==> src/rtl/rr_mux.sv <==
// N-channel registered multiplexer with valid/ready handshaking.
// Source chosen per cycle by round-robin arbitration (mode 0) or explicit selector (mode 1).
module rr_mux #(
    parameter  int WIDTH = 32,
    parameter  int N     = 4,
    localparam int SW    = $clog2(N)
) (
    input  logic               clk,
    input  logic               rst,
    input  logic [N*WIDTH-1:0] in_data,
    input  logic [N-1:0]       in_valid,
    output logic [N-1:0]       in_ready,
    input  logic               mode,
    input  logic [SW-1:0]      sel,
    output logic [WIDTH-1:0]   out_data,
    output logic [SW-1:0]      out_sel,
    output logic               out_valid,
    input  logic               out_ready
);

    localparam int NP = 2 ** SW;

    logic [SW-1:0]    ptr;
    logic             load;
    logic             grant_valid;
    logic [SW-1:0]    grant;
    logic [WIDTH-1:0] grant_data;
    logic             xfer_ok;

    logic             rr_valid;
    logic [SW-1:0]    rr_idx;
    logic [SW:0]      rr_sum;
    logic [SW-1:0]    rr_cand;
    logic             sel_ok;

    // Valid bits padded to a power of two so any SW-bit index is in range;
    // unused slots read as 0 and can never be granted.
    logic [NP-1:0]    valid_pad;

    assign valid_pad = NP'(in_valid);
    assign load      = !out_valid || out_ready;
    assign xfer_ok   = load && grant_valid && !rst;
    assign sel_ok    = ({1'b0, sel} < (SW+1)'(N));

    // Search ptr+1 .. ptr+N, wrapping at N-1 -> 0 without visiting unused indices.
    always_comb begin
        rr_valid = 1'b0;
        rr_idx   = '0;
        rr_sum   = '0;
        rr_cand  = '0;
        for (int unsigned k = 1; k <= unsigned'(N); k++) begin
            rr_sum = {1'b0, ptr} + (SW+1)'(k);
            if (rr_sum >= (SW+1)'(N)) begin
                rr_sum = rr_sum - (SW+1)'(N);
            end
            rr_cand = rr_sum[SW-1:0];
            if (!rr_valid && valid_pad[rr_cand]) begin
                rr_valid = 1'b1;
                rr_idx   = rr_cand;
            end
        end
    end

    always_comb begin
        if (mode) begin
            grant       = sel;
            grant_valid = sel_ok && valid_pad[sel];
        end else begin
            grant       = rr_idx;
            grant_valid = rr_valid;
        end
    end

    always_comb begin
        grant_data = '0;
        for (int unsigned i = 0; i < unsigned'(N); i++) begin
            if (grant == SW'(i)) begin
                grant_data = in_data[i*WIDTH +: WIDTH];
            end
        end
    end

    always_comb begin
        in_ready = '0;
        for (int unsigned i = 0; i < unsigned'(N); i++) begin
            in_ready[i] = xfer_ok && (grant == SW'(i));
        end
    end

    always_ff @(posedge clk or posedge rst) begin
        if (rst) begin
            out_valid <= 1'b0;
            out_data  <= '0;
            out_sel   <= '0;
            ptr       <= SW'(N - 1);
        end else if (load) begin
            if (grant_valid) begin
                out_valid <= 1'b1;
                out_data  <= grant_data;
                out_sel   <= grant;
                ptr       <= grant;
            end else begin
                out_valid <= 1'b0;
            end
        end
    end

endmodule

==> config.mk <==
export PLATFORM = sky130hd
export DESIGN_NAME = rr_mux
export DESIGN_NICKNAME = d
export VERILOG_FILES = /design/src/rtl/rr_mux.sv
export SDC_FILE = /design/constraint.sdc
export NUM_CORES = 1
export LEC_CHECK = 0
export CAP_MARGIN = 20
export CELL_PAD_IN_SITES_DETAIL_PLACEMENT = 1
export CELL_PAD_IN_SITES_GLOBAL_PLACEMENT = 2
export CORE_MARGIN = 2
export CORE_UTILIZATION = 25
export DETAILED_ROUTE_END_ITERATION = 12
export DONT_BUFFER_PORTS = 1
export GPL_ROUTABILITY_DRIVEN = 0
export PLACE_DENSITY_LB_ADDON = 0.1
export SYNTH_ARGS = -nofsm -noshare
export SYNTH_HDL_FRONTEND = slang
export SYNTH_SLANG_ARGS = --single-unit
==> constraint.sdc <==
create_clock -name clk -period 2.8 [get_ports clk]
set_clock_uncertainty 0.15 [all_clocks]
set_input_delay 0.56 -clock clk [delete_from_list [all_inputs] [get_ports clk]]
set_output_delay 0.56 -clock clk [all_outputs]
set_load 0.01 [all_outputs]
# After elaboration in Yosys (flattened, before gate mapping)
# Cells that the tools add are included.
# classes
n_shift,0
order_cmp,9
add_sub_neg,8
n_reduce_logical,17
bitwise_logic,0
n_div,0
muxes,29
multipliers,0
n_eq_ne,3
# ops
op,n
$mux W32,4
$mux W2,9
$lt A2 B3 Y1 const B,5
$ge A3 B3 Y1 const B,4
$mux W1,11
$bmux W1 S2,5
$logic_and A1 B1 Y1,9
$sub A2 B1 Y2 const B,4
$add A2 B2 Y3 const B,2
$logic_not A1 Y1,5
$eq A2 B2 Y1 const B,2
$add A2 B1 Y3 const B,1
$add A2 B3 Y3 const B,1
$eq A2 B1 Y1 const B,1
$logic_not A2 Y1,1
$reduce_and A2 Y1,1
$logic_or A1 B1 Y1,1
# word_totals
ram_bits,0
word_cells,70
memories,0
rom_bits,0
output_inout_bits,39
reg_bits,37
latch_bits,0
input_bits,138

# Depth between registers and ports, before layout
# Gate-level depths: netlist of run 1.
# depth
depth_word,21
ltp_mapped,9
depth_no_buf,5

# Worst setup path before layout of run 1
# Ideal clock, no wire load.
# synth_path
path_type,input port to output port
startpoint,input mode
endpoint,output in_ready[0]
n_path_buf,3
stages,7
required_time_ns,2.090
path_slack_ns,-0.009
arrival_ns,2.099
cell_sequence,clkbuf_1 inv_1 mux2i_4 or2_1 buf_4 buf_2 nor4_1
# synth_between
elab_chain_cells,4
elab_cells_between_ends,6
cone_classes,2 x mux; 4 x reduce/logical
# synth_rtl
item,line,rtl
from (decl),13,"input logic mode,"
$mux W1,65,if (mode) begin
$logic_and A1 B1 Y1 (2 in series),42,assign xfer_ok = load && grant_valid && !rst;
$logic_and A1 B1 Y1 *,86,in_ready[i] = xfer_ok && (grant == SW'(i));
to (decl),12,"output logic [N-1:0] in_ready,"
# Mark *: on every way between the ends. The rest lies on a longest branch, timed or not.

# Final worst setup path of run 1
# layout_path
startpoint,register ptr[1]
endpoint,output in_ready[2]
# layout_between
elab_chain_cells,19
elab_cells_between_ends,44
cone_classes,8 x add/sub; 4 x order compare; 1 x eq/ne; 22 x mux; 9 x reduce/logical
# layout_rtl
item,line,rtl
from (decl),23,logic [SW-1:0] ptr;
from (signal assigned),95,ptr <= SW'(N - 1);
from (signal assigned),101,ptr <= grant;
$add A2 B1 Y3,52,"rr_sum = {1'b0, ptr} + (SW+1)'(k);"
$ge A3 B3 Y1 / $sub A2 B1 Y2 (equally long branches),"53, 54",
$mux W2,53,if (rr_sum >= (SW+1)'(N)) begin
$bmux W1 S2,57,if (!rr_valid && valid_pad[rr_cand]) begin
$mux W1 (not written as such),57,
$mux W1,57,
$logic_not A1 Y1,57,
$logic_and A1 B1 Y1,57,
[... 2 more ...],--,
$logic_and A1 B1 Y1,57,
$mux W1,57,
$logic_not A1 Y1,57,
$logic_and A1 B1 Y1,57,
$mux W1,57,
$mux W1,65,
$logic_and A1 B1 Y1 (2 in series),42,
$logic_and A1 B1 Y1 *,86,
# Mark *: on every way between the ends. The rest lies on a longest branch, timed or not. The select of a mux whose other input is x is not followed.

==> results of run 1 <==
## cell type report
type | instances | area [um2]
Antenna cell | 2 | 5.00
Clock buffer | 7 | 143
Fill cell | 2031 | 12400
Inverter | 3 | 11.3
Multi-Input combinational cell | 398 | 3170
Sequential cell | 37 | 928
Tap cell | 225 | 282
Timing Repair Buffer | 29 | 245
## registers in the layout, indices dropped and copies added (netlist names)
register   flops
ptr            2
out_data      32
out_sel        2
out_valid      1
## synth_stat cells, types with 5 or more instances
| library cell | n | area [um2] |
|---|---|---|
| o21bai_1 | 32 | 240 |
| nor2_1 | 5 | 18.8 |
| o41ai_1 | 32 | 280 |
| nor2b_1 | 35 | 219 |
| o311a_1 | 32 | 320 |
| nand3_1 | 32 | 160 |
| nand2_1 | 37 | 139 |
| a31oi_2 | 30 | 375 |
| clkbuf_1 | 45 | 169 |
| buf_2 | 16 | 80.1 |
| a22oi_1 | 32 | 240 |
| o21ai_0 | 32 | 160 |
| o31ai_1 | 32 | 240 |
| nand2b_1 | 5 | 31.3 |
| mux2_2 | 32 | 360 |
| dfrtp_1 | 35 | 876 |
## placed cells by master (no fill, tap or decap), drive strengths merged, types with 2 or more instances in the layout
| master | Yosys | layout |
|---|---|---|
| nand2 | 37 | 37 |
| dfrtp | 35 | 35 |
| nor2b | 35 | 35 |
| o21ai | 34 | 34 |
| o41ai | 33 | 33 |
| a31oi | 33 | 33 |
| nand3 | 32 | 32 |
| o311a | 32 | 32 |
| mux2 | 32 | 32 |
| a22oi | 32 | 32 |
| o31ai | 32 | 32 |
| o21bai | 32 | 32 |
| buf | 27 | 28 |
| clkbuf | 45 | 7 |
| nand2b | 5 | 5 |
| nor2 | 5 | 5 |
| a21o | 3 | 3 |
| a21oi | 3 | 3 |
| inv | 3 | 3 |
| nor4 | 3 | 3 |
| and3 | 3 | 3 |
| diode | 0 | 2 |
| nand3b | 2 | 2 |
| dfstp | 2 | 2 |
| or4 | 2 | 2 |
| or3b | 2 | 2 |
## logic make-up (layout without fill, tap and decap cells)
group | count (synthesis) | count (layout) | share of synthesized area, %
compound gates | 237 | 237 | 45.5
simple gates | 127 | 127 | 15.2
buf+inv | 75 | 39 | 8.78
flops | 37 | 37 | 21.2
mux | 34 | 34 | 9.27
other cells | 0 | 2 | 0
## timing repair
action / in CTS / in global routing
resized for setup: 2 / 6
setup endpoints to repair: 2 / 4
hold endpoints to repair: 14 / 0
pin swaps: 1 / 3
setup buffers: 1 / 4
hold buffers: 1 / 0
## final timing paths
path / startpoint / endpoint / slack [ps] / depth (start not counted)
worst min-delay path: in_data[115] / out_data[19] / 280 / 2
worst min register to register: ptr[0] / ptr[0] / 350 / 2
max in group asynchronous: rst / ptr[1] / 1240 / 3
min in group asynchronous: rst / out_sel[1] / 540 / 2
worst max-delay path: ptr[1] / in_ready[2] / 90 / 5
worst max register to register: ptr[1] / out_data[25] / 350 / 7
## metrics by stage
stage	setup slack (ps)	area (um2)	hold slack [ps]	setup TNS [ps]	cells
3_5_place_dp	175	4550	273	0	686
2_1_floorplan	-8.90	4370	330	-17.8	510
5_1_grt	3.01	4790	303	0	701
3_3_place_gp	232	4550	273	0	686
4_1_cts	13.3	4720	274	0	695
6_report	85.5	4790	281	0	701
## worst max-delay path, cell delays in order (launching register included)
cell      delay, ps
dfstp_2         610
nand2_1         150
a21o_1          230
a311oi_4        290
nor2b_4         230
and3_4          210
## metal layers
layer / track usage [%] / wire [um] / up-vias
met3: 5.00 / 1300 / 17
met5: 0 / 0 / -
met2: 32.0 / 8440 / 155
li1: - / - / 1950
met4: 5.44 / 315 / 0
met1: 23.7 / 7650 / 2057
## power by group
| part | switching [mW] | total (mW) | internal [mW] |
|---|---|---|---|
| sequential | 0.226 | 0.935 | 0.710 |
| clock | 0.224 | 0.574 | 0.350 |
| combinational | 0.680 | 1.21 | 0.528 |
==> results by group, run 1 <==
Synthesis
  • Seq/Total Area, Yosys: around a fifth
  • Post-synth EDFFs: 0
  • Mapped Avg Cell Area: around 8.6 um2
  • Ys Warns: 0
  • Asr flop ratio synth: between 90% and 100%
  • Library cells used by synthesis: 42
  • Post-synth top flop: dfrtp_1
  • Flops & latches, synth: 37
  • Gate Count Post-Synth: roughly 500
  • Mapped Nets: 648
  • Mapped cell area: around 0.0044 mm2

GRT
  • Vias in the first global route: 4471
  • Largest net degree at the start of global routing: 73
  • Grt ovf: 0
  • Overall routing resource usage: 18.9%
  • First-pass GRT wire length: about 27000 um
  • Initial antenna violation count: 2

Floorplanning
  • Ports: 177
  • Die width: between 100 and 150 um
  • Initial Util: about 25%
  • Die Area: 0.0186 mm2
  • Die H: 136 um
  • Row count: 48
  • Core area: between 0.015 and 0.02 mm2

Timing
  • Tmin final: roughly 2700 ps
  • Achievable Freq: ~0.37 GHz
  • Slew HR: between 40 and 50%
  • Final hold vios: 0
  • Slew Viols, Final: 0
  • RSZ-0062 raised after global routing: no
  • Least-Margin Pin Slew: 875 ps
  • Period utilisation layout: between 90% and 100%
  • Final setup viols: 0

Detailed routing
  • Antenna Nets Post-Route: 0
  • Number of remaining DRC errors: 0
  • Post-Route WL: between 15000 and 20000 um
  • Pre-antenna DRT Iters: 4
  • Drt via density: 5.96
  • DR vias: 4179
  • Avg WL per Cell: about 25 um
  • DRT iter0 DRCs: 164

Min path
  • Worst Hold Class: input pin to register

Run status
  • Outcome: finished clean

Clock tree
  • Worst-Skew Late Latency: 280 ps
  • CTS sink count: 37
  • Clock root buffer: clkbuf_16
  • H-tree levels: 2
  • TritonCTS clock tree: built
  • Clock-pin slew on the worst setup and hold paths: about 60 ps
  • CTS Buffer Depth: 2
  • Number of buffers created by CTS: 5

Setup path
  • CP Max Fanout: 9
  • Critical path data required time: roughly 2100 ps
  • Worst EP arrival: approximately 2000 ps
  • Startpoint Class: register
  • Endpoint class of the critical path: primary output
  • CP Class: register to primary output

Power
  • Pwr/cell area: 568 mW/mm2
  • Worst IR Drop VDD: 0.270 mV
  • Total power: between 2 and 3 mW
  • Pleak: between 1.5 and 2 nW

Final layout
  • Final net count: slightly above 600
  • Share of layout cells above drive strength 1: ~26%
  • Finished Core Util: 27.9%
  • Area grow syn2layout: 9.41%

Flow run
  • Max Cap Viol: 0

Placement
  • HPWL Detailed: 12400 um
  • IO buf count: 0
No activity file was read; power rests on OpenSTA's default activity.
==> run 2, diff against run 1 <==
==> constraint.sdc (replaced) <==
create_clock -name clk -period 2.34 [get_ports clk]
set_clock_uncertainty 0.15 [all_clocks]
set_input_delay 0.234 -clock clk [delete_from_list [all_inputs] [get_ports clk]]
set_output_delay 0.234 -clock clk [all_outputs]
set_load 0.01 [all_outputs]
==> results by group, run 2 (synthesized netlist as in run 1, its figures left out) <==
Floorplanning
  • Die H: 136 um (unchanged)
  • Core area: 0.0172 mm2 (unchanged)
  • Initial Util: 25.5% (unchanged)
  • Row count: 48 (unchanged)
  • Die width: 136 um (unchanged)
  • Ports: 177 (unchanged)
  • Die Area: 0.0186 mm2 (unchanged)

Clock tree
  • Number of buffers created by CTS: 5 (unchanged)
  • Clock root buffer: clkbuf_16 (unchanged)
  • CTS Buffer Depth: 2 (unchanged)
  • Clock-pin slew on the worst setup and hold paths: 60 ps (about the same)
  • CTS sink count: 37 (unchanged)
  • Worst-Skew Late Latency: 280 ps (about the same)
  • TritonCTS clock tree: built (unchanged)
  • H-tree levels: 2 (unchanged)

Setup path
  • Slowest CP cell: dfstp_2 (unchanged)
  • Endpoint class of the critical path: primary output (unchanged)
  • CP bufs+invs: 1 (was 0)
  • Critical path's top delay family: flip-flops (unchanged)
  • Max incr delay on CP: 580 ps (was 610 ps)
  • Critical path data required time: 1960 ps (was 2090 ps)
  • Startpoint Class: register (unchanged)
  • CP Class: register to primary output (unchanged)
  • R2R Setup Slk: -70 ps (was 350 ps)
  • Worst path cell trace: nand2b_4 > a21oi_4 > buf_12 > o41a_1 > nand2_2 > and3_4 (was nand2_1 > a21o_1 > a311oi_4 > nor2b_4 > and3_4)
  • Worst EP arrival: 2070 ps (was 2000 ps)
  • CP Max Fanout: 13 (was 9)

Final layout
  • Area grow syn2layout: 47.1% (was 9.41%)
  • Most common cell after layout, fill and taps aside: dlygate4sd3_1 (was nand2_1)
  • Largest register FFs: 32 (unchanged)
  • Final net count: 705 (was 612)
  • Biggest regs: out_data: 32 flops, out_sel: 2 flops, ptr: 2 flops (unchanged)
  • Largest Register: out_data (unchanged)
  • Share of layout cells above drive strength 1: 34.4% (was 25.5%)
  • Fin cells: 795 (was 701)
  • Most frequent cells in the layout: 55 x dlygate4sd3_1, 43 x buf_4, 36 x nand2_1 (was 36 x nand2_1, 35 x dfrtp_1, 33 x nor2b_1)

GRT
  • Grt ovf: 0 (unchanged)
  • Largest net degree at the start of global routing: 73 (unchanged)
  • Vias in the first global route: 4944 (was 4471)
  • Overall routing resource usage: 20.3% (was 18.9%)
  • First-pass GRT wire length: 29200 um (was 26900 um)
  • Initial antenna violation count: 2 (unchanged)

Timing
  • Achievable Freq: 0.408 GHz
  • Final worst slack: -112 ps (was 85.5 ps)
  • Final setup viols: 25 (was 0)
  • Period utilisation layout: 105%
  • Slew Viols, Final: 0 (unchanged)
  • Slew HR: 37.9% (was 41.6%)
  • RSZ-0062 raised after global routing: yes (was no)
  • Final hold vios: 1 (was 0)
  • Setup TNS: -1270 ps (was 0 ps)
  • Tmin final: approximately 2500 ps
  • WHS: -1.18 ps (was 281 ps)
  • Least-Margin Pin Slew: 929 ps (was 875 ps)

Flow run
  • Max Cap Viol: 0 (unchanged)

Detailed routing
  • Pre-antenna DRT Iters: 4 (unchanged)
  • DRT iter0 DRCs: 157 (was 164)
  • Number of remaining DRC errors: 0 (unchanged)
  • DR vias: 4586 (was 4179)
  • Antenna Nets Post-Route: 0 (unchanged)
  • Avg WL per Cell: 25.3 um (was 25.2 um)
  • Post-Route WL: 20100 um (was 17700 um)
  • Drt via density: 5.77 (was 5.96)

Placement
  • IO buf count: 0 (unchanged)
  • Post-placement cell count: 707 (was 686)
  • Setup WS pre-CTS: -25.7 ps (was 175 ps)
  • HPWL Detailed: 13000 um (was 12400 um)

Power
  • Pwr/cell area: 641 mW/mm2 (was 568 mW/mm2)
  • Total power: 4.13 mW (was 2.72 mW)
  • Pleak: 2.48 nW (was 1.75 nW)
  • Worst IR Drop VDD: 0.297 mV (was 0.270 mV)

Run status
  • Failing checks: hold timing, setup timing
  • Outcome: finished with violations (was finished clean)

Min path
  • Worst Hold Class: input pin to register (unchanged)
[run 2: what timing repair did]
item / CTS / global route
resized for setup: 45 / 40
hold buffers: 54 / 1
pin swaps: 11 / 29
cloned: 4 / 5
setup buffers: 11 / 7
hold endpoints to repair: 46 / 1
setup endpoints to repair: 8 / 38
[run 2: layout make-up]
class / instances / area (um2)
repair buffers: 122 / 1380
well taps: 225 / 282
inverters: 3 / 11.3
clock buffers: 7 / 143
fillers: 1940 / 10700
diodes: 3 / 7.51
flip-flops and latches: 37 / 928
multi-input cells: 398 / 3690
[run 2: stage by stage]
stage | util [%] | cell area (um2)
after detailed placement | 27.7 | 4770
after global placement | 27.7 | 4770
after CTS | 34.6 | 5940
final | 37.5 | 6440
after global routing | 37.5 | 6440
after floorplan | - | 4370
[run 2: final timing paths]
check                             from           end  cells past startpoint
min                        in_data[82]  out_data[18]                      2
max reg2reg                     ptr[1]  out_data[31]                      7
max                             ptr[1]   in_ready[2]                      6
min reg2reg                 out_sel[1]    out_sel[1]                      1
min in group asynchronous          rst  out_data[20]                      2
max in group asynchronous          rst        ptr[1]                      3
[run 2: metal layers]
| metal | track usage (%) | vias to the layer above | share of wire [%] |
|---|---|---|---|
| li1 | - | 2149 | - |
| met1 | 25.2 | 2301 | 43 |
| met2 | 35.3 | 120 | 50 |
| met3 | 4.51 | 16 | 5.6 |
| met4 | 5.38 | 0 | 1.2 |
| met5 | 0 | - | 0 |
[run 2: power by group]
group	leakage (nW)	switching, mW	internal (mW)
Clock	0.0700	0.272	0.419
Sequential	0.412	0.272	0.849
Combinational	2.00	1.13	1.19
